===== src/rtl/imm_packer.sv =====
// Immediate packer: scatters a signed immediate into the fields of a RISC-V
// instruction format, range-checks it, and delivers the word through a 2-stage valid/ready pipe.
module imm_packer (
    input  logic        clk,
    input  logic        reset,
    input  logic        in_valid,
    output logic        in_ready,
    input  logic [2:0]  imm_type,
    input  logic [31:0] imm,
    input  logic [31:0] base_instr,
    output logic        out_valid,
    input  logic        out_ready,
    output logic [31:0] instr,
    output logic        range_err,
    output logic [7:0]  err_count
);

    typedef enum logic [2:0] {
        FMT_I = 3'b000,
        FMT_S = 3'b001,
        FMT_B = 3'b010,
        FMT_U = 3'b011,
        FMT_J = 3'b100
    } fmt_e;

    logic        s1_v_q, s1_v_d;
    logic [2:0]  s1_type_q, s1_type_d;
    logic [31:0] s1_imm_q, s1_imm_d;
    logic [31:0] s1_base_q, s1_base_d;

    logic        s2_v_q, s2_v_d;
    logic [31:0] s2_instr_q, s2_instr_d;
    logic        s2_err_q, s2_err_d;

    logic [7:0]  err_cnt_q, err_cnt_d;

    logic        s2_ready;
    logic        s1_ready;
    logic [31:0] s1_instr;
    logic        s1_err;
    logic        fits12;
    logic        fits13;
    logic        fits21;

    // S2 can take a word when empty or draining; S1 when empty or moving into S2.
    assign s2_ready = !s2_v_q || out_ready;
    assign s1_ready = !s1_v_q || s2_ready;
    assign in_ready = s1_ready;

    assign fits12 = (&s1_imm_q[31:11]) || !(|s1_imm_q[31:11]);
    assign fits13 = (&s1_imm_q[31:12]) || !(|s1_imm_q[31:12]);
    assign fits21 = (&s1_imm_q[31:20]) || !(|s1_imm_q[31:20]);

    always_comb begin
        s1_instr = s1_base_q;
        s1_err   = 1'b1;
        case (s1_type_q)
            FMT_I: begin
                s1_instr[31:20] = s1_imm_q[11:0];
                s1_err          = !fits12;
            end
            FMT_S: begin
                s1_instr[31:25] = s1_imm_q[11:5];
                s1_instr[11:7]  = s1_imm_q[4:0];
                s1_err          = !fits12;
            end
            FMT_B: begin
                s1_instr[31]    = s1_imm_q[12];
                s1_instr[30:25] = s1_imm_q[10:5];
                s1_instr[11:8]  = s1_imm_q[4:1];
                s1_instr[7]     = s1_imm_q[11];
                s1_err          = !fits13 || s1_imm_q[0];
            end
            FMT_U: begin
                s1_instr[31:12] = s1_imm_q[31:12];
                s1_err          = |s1_imm_q[11:0];
            end
            FMT_J: begin
                s1_instr[31]    = s1_imm_q[20];
                s1_instr[30:21] = s1_imm_q[10:1];
                s1_instr[20]    = s1_imm_q[11];
                s1_instr[19:12] = s1_imm_q[19:12];
                s1_err          = !fits21 || s1_imm_q[0];
            end
            default: ;
        endcase
    end

    always_comb begin
        s1_v_d     = s1_v_q;
        s1_type_d  = s1_type_q;
        s1_imm_d   = s1_imm_q;
        s1_base_d  = s1_base_q;
        s2_v_d     = s2_v_q;
        s2_instr_d = s2_instr_q;
        s2_err_d   = s2_err_q;
        err_cnt_d  = err_cnt_q;

        if (s1_ready) begin
            s1_v_d = in_valid;
            if (in_valid) begin
                s1_type_d = imm_type;
                s1_imm_d  = imm;
                s1_base_d = base_instr;
            end
        end

        if (s2_ready) begin
            s2_v_d = s1_v_q;
            if (s1_v_q) begin
                s2_instr_d = s1_instr;
                s2_err_d   = s1_err;
            end
        end

        if (s2_v_q && out_ready && s2_err_q && (err_cnt_q != 8'hFF)) begin
            err_cnt_d = err_cnt_q + 8'd1;
        end
    end

    always_ff @(posedge clk) begin
        if (reset) begin
            s1_v_q     <= 1'b0;
            s1_type_q  <= '0;
            s1_imm_q   <= '0;
            s1_base_q  <= '0;
            s2_v_q     <= 1'b0;
            s2_instr_q <= '0;
            s2_err_q   <= 1'b0;
            err_cnt_q  <= '0;
        end else begin
            s1_v_q     <= s1_v_d;
            s1_type_q  <= s1_type_d;
            s1_imm_q   <= s1_imm_d;
            s1_base_q  <= s1_base_d;
            s2_v_q     <= s2_v_d;
            s2_instr_q <= s2_instr_d;
            s2_err_q   <= s2_err_d;
            err_cnt_q  <= err_cnt_d;
        end
    end

    assign out_valid = s2_v_q;
    assign instr     = s2_instr_q;
    assign range_err = s2_err_q;
    assign err_count = err_cnt_q;

endmodule


===== config.mk =====
export PLATFORM = sky130hd
export DESIGN_NAME = imm_packer
export DESIGN_NICKNAME = d
export VERILOG_FILES = /design/src/rtl/imm_packer.sv
export SDC_FILE = /design/constraint.sdc
export NUM_CORES = 1
export LEC_CHECK = 0
export CAP_MARGIN = 10
export CORE_MARGIN = 5
export CORE_UTILIZATION = 52
export CTS_CLUSTER_SIZE = 25
export DETAILED_ROUTE_END_ITERATION = 16
export PLACE_DENSITY = 0.84
export SLEW_MARGIN = 20
export SYNTH_ARGS = -nofsm -noshare
export SYNTH_HDL_FRONTEND = slang
export SYNTH_SLANG_ARGS = --single-unit

===== constraint.sdc =====
create_clock -name clk -period 4.85 [get_ports clk]
set_clock_uncertainty 0.15 [all_clocks]
set_input_delay 0.97 -clock clk [delete_from_list [all_inputs] [get_ports clk]]
set_output_delay 0.97 -clock clk [all_outputs]
set_load 0.02 [all_outputs]

# Word-level counts from Yosys, hierarchy flattened
# Index checks and enable logic that the tools add are counted.
[word_totals] word_cells=49 output_inout_bits=43 inputBits=71 register_bits=110
[classes] n_addsub=1 reduce_logical=30 n_mux=5 eq_ne=5
[op_table] op="$pmux W7 S4" count=1
[op_table] op="$reduce_or A12 Y1" count=2
[op_table] op="$reduce_and A21 Y1" count=1
[op_table] op="$reduce_or A21 Y1" count=1
[op_table] op="$reduce_and A20 Y1" count=1
[op_table] op="$reduce_or A20 Y1" count=1
[op_table] op="$pmux W5 S3" count=1
[op_table] op="$reduce_and A12 Y1" count=1
[op_table] op="$pmux W5 S2" count=1
[op_table] op="$add A8 B1 Y8 const B" count=1
[op_table] op="$logic_not A1 Y1" count=8
[op_table] op="$mux W8" count=1
[op_table] op="$ne A8 B8 Y1 const B" count=1
[op_table] op="$logic_or A1 B1 Y1" count=7
[op_table] op="$eq A3 B2 Y1 const B" count=2
[op_table] op="$pmux W1 S4" count=1
[op_table] op="$reduce_and A2 Y1" count=2
[op_table] op="$reduce_or A2 Y1" count=2
[op_table] op="$eq A3 B1 Y1 const B" count=1
[op_table] op="$eq A3 B3 Y1 const B" count=1
[op_table] op="$logic_and A1 B1 Y1" count=3
[op_table] op="$logic_not A3 Y1" count=1

# Logic depth before layout (Yosys ltp)
[logic_depth] ltp_word=6 ltp_mapped=7 ltp_nobuf=6

# Least setup slack after synthesis
# No wires, ideal clock.
[synth_path] path_type="input port to output port" start="input out_ready" end="output in_ready" path_buffers=0 slack_ns=2.348 t_required_ns=3.730 arrival_time_ns=1.382 stages=2 path_cell_list="nor2b_1 -> nand2_1"
[synth_between] elab_chain_len=2
[synth_lines] item="start: declaration" line_no="12" rtl="input logic out_ready,"
[synth_lines] item="$logic_or A1 B1 Y1" line_no="46" rtl="assign s2_ready = !s2_v_q || out_ready;"
[synth_lines] item="$logic_or A1 B1 Y1" line_no="47" rtl="assign s1_ready = !s1_v_q || s2_ready;"
[synth_lines] item="end: declaration" line_no="7" rtl="output logic in_ready,"
# Every way passes these cells.

# Worst setup path after layout
# Ends and elaborated chain as after synthesis.

==> impl_results.md <==
* Post-DP Area at 0.00560 mm²
* CP max stage delay at 0.59 ns
* Worst path cell trace: clkdlybuf4s50_1 > nor2b_1 > nand2_1 > clkdlybuf4s50_1
* Slew @ Worst Pin at 1.04 ns
* Reg2reg path depth at 6
* RR Startpoint: out_valid
* Die Area at 0.0105 mm²
* All-Layer GR Usage at 0.224
* Yosys cell types at 41
* CTS tree: yes
* Main combinational cell family by area after synthesis: simple AND/OR/NAND/NOR gates
* Area contributors post-synth: dfxtp_1 49%, nand2_1 14%, a21oi_1 10%
* Post-synth net total at 625
* Syn Area/Cell at 8.08 µm²
* Post-Syn Area at 0.00447 mm²
* Skew-Pair Late Insertion Delay at 0.35 ns
* Initial core utilization at 0.538
* Cell area power density at 299 mW/mm²
* Async SR Flop Fraction at 0
* Crit path depth at 4
* Yosys top cell area share at 0.493
* Final antenna-violating net count at 0
* Root buffer cell: clkbuf_8
* Synth Area in Adders at 0.00280
* Layout cell share with drive strength beyond 1 at 0.0418
* Most common cell after layout, fill and taps aside: nand2_1
* Antenna cell count at 0
* Compound-cell area share of the yosys netlist at 0.194
* Post-route cell area at 0.00576 mm²
* Bufs and invs on worst path at 2
* R2r setup slk at 2.53 ns
* Status: finished, final reports clean
* Max H-tree Level at 3
* Number of remaining DRC errors at 0
* Leak pwr at 2.09 nW
* Max_cap viols at 0
* DRT iter0 DRCs at 238
* Pwr Total at 1.72 mW
* Nets at 714
* Total number of vias at 4138
* IO Pins at 114
* First drt pass iteration count at 5
* Synth Register Bits at 110
* Crit path DAT at 2.69 ns
* Main synth FF type: dfxtp_1
* Hold WC Path Type: reg -> reg
* Most frequent cells in the layout: 166 x nand2_1, 112 x clkdlybuf4s50_1, 110 x dfxtp_1
* Slew Limit Fails at 0
* Clk buf depth at 2
* Mux cell area share after synthesis at 0.0314
* Max Fclk at 262 MHz
* Maximum vdd ir drop at 196 µV
* Post-DR vias/cell at 5.51
* Crit Path Max Fanout at 5
* CTS resizes at 0
* Hold_sp: s1_base_q[7]
* Setup bufs post-CTS at 0
* Reg2reg end: s1_type_q[2]
* Endpoint type of the worst setup path: primary output
* CP most frequent cell: clkdlybuf4s50_1
* # hold bufs at CTS at 0
* Crit Path Class: in -> out
* Final Critical Period at 3.81 ns
* Yosys top cell by area: dfxtp_1
* Input/output buffers at 113
* Reg clk slew, reported paths at 0.09 ns
* Relative slew slack at 0.308
* Core Region at 0.00830 mm²
* Finished Layout Cells at 751
* Die height at 103 µm
* Number of synthesized flops with an enable pin at 0
* Period utilisation layout at 0.786
* Largest net degree at the start of global routing at 108
* First-pass GRT wire length at 18800 µm
* Inserted Clock Buffers at 9
* Syn-to-layout area delta at 28.9%
* Cells after Synth at 553
* RSZ-0062 raised after global routing: false
* Finish-stage setup viols at 0
* CTS Sinks at 110
* Simple-Gate Fraction of Synth Area at 0.220
* Grt ovf at 0
* Placed cells at 736
* Post-Route WL at 11500 µm
* Synth warn at 0
* Routed WL per cell at 15.4 µm
* Hold Vio Cnt, Final at 0
* Fin Hold WS at 0.307 ns
* Req. time, crit path at 3.73 ns
* Row count at 33
* Vias in the first global route at 3973
* CP top delay family: buffers and inverters
* Initial antenna violation count at 0
* Post-DP HPWL at 8240 µm
* Setup TNS at 0 ns
* Setup crit start kind: primary input
* Routability cong. at 0.859
* Synth Area in XOR/XNOR at 0.0137
* Die Wd at 103 µm
* Seq/Total Area, Yosys at 0.493
* Slowest CP cell: clkdlybuf4s50_1
* WHS Endpoint: s1_base_q[7]
* Hold path cells at 2
## registers in the layout (all words and copies together), names as in the netlist
name and cells:
range_err 1, out_valid 1, instr 32, s1_imm_q 32, s1_type_q 3, s1_base_q 32, err_count 8, s1_v_q 1
## synth_stat cells (3+ instances only)
| cell | number |
|---|---|
| a21oi_1 | 90 |
| clkbuf_1 | 26 |
| a211oi_1 | 14 |
| o21ai_0 | 7 |
| o211ai_1 | 10 |
| xnor2_1 | 3 |
| mux2i_1 | 14 |
| nand3_1 | 5 |
| dfxtp_1 | 110 |
| nor2_1 | 28 |
| nand2_1 | 167 |
| o22a_1 | 6 |
| nor4_1 | 8 |
| a221oi_1 | 5 |
| nand4_1 | 7 |
| xor2_1 | 4 |
| nor3_1 | 3 |
| inv_1 | 4 |
| nor2b_1 | 4 |
| buf_2 | 9 |
## power by group
group	total [mW]	switching [mW]	internal, mW
clock network	0.467	0.284	0.183
registers	0.994	0.0432	0.951
logic	0.260	0.130	0.130
total	1.72	0.457	1.26
## worst min-delay path, stage by stage, from the launching register on
cell     delay (ns)
dfxtp_1        0.32
nand2_1        0.05
a21oi_1        0.05
## metrics by stage
step                       util  setup slack (ns)
final                     0.694              1.04
after global routing      0.694             0.977
after CTS                 0.694              1.06
after detailed placement  0.675              1.08
after global placement    0.675              1.06
after floorplan               -              2.35
## cell families (layout without fill, tap and decap cells)
logic type	Yosys count	in the layout
mux	14	14
compound gates	143	143
fa+ha+maj	1	1
flops	110	110
xor+xnor	7	7
buf+inv	44	137
simple gates	234	234
## layout make-up
| class | count | area, µm² |
|---|---|---|
| Multi-Input combinational cell | 399 | 2090 |
| Clock buffer | 11 | 131 |
| Tap cell | 105 | 131 |
| Fill cell | 683 | 2540 |
| Clock inverter | 4 | 25.0 |
| Sequential cell | 110 | 2200 |
| Timing Repair Buffer | 118 | 1170 |
| Inverter | 4 | 15.0 |
## how the worst max path moves through the flow
| stage | from | to | slack, ns |
|---|---|---|---|
| final | out_ready | in_ready | 1.04 |
| after global placement | out_ready | in_ready | 1.06 |
| after global routing | out_ready | in_ready | 0.98 |
| after detailed placement | out_ready | in_ready | 1.08 |
| after floorplan | out_ready | in_ready | 2.35 |
| after CTS | out_ready | in_ready | 1.06 |
## routing by layer
layer	track usage	wire [µm]	vias up
met1	0.286	4720	1908
met3	0.0568	922	16
met5	0	0	-
met4	0.0666	181	0
li1	-	-	2065
met2	0.376	5720	149
(Power assumes the default switching activity.)
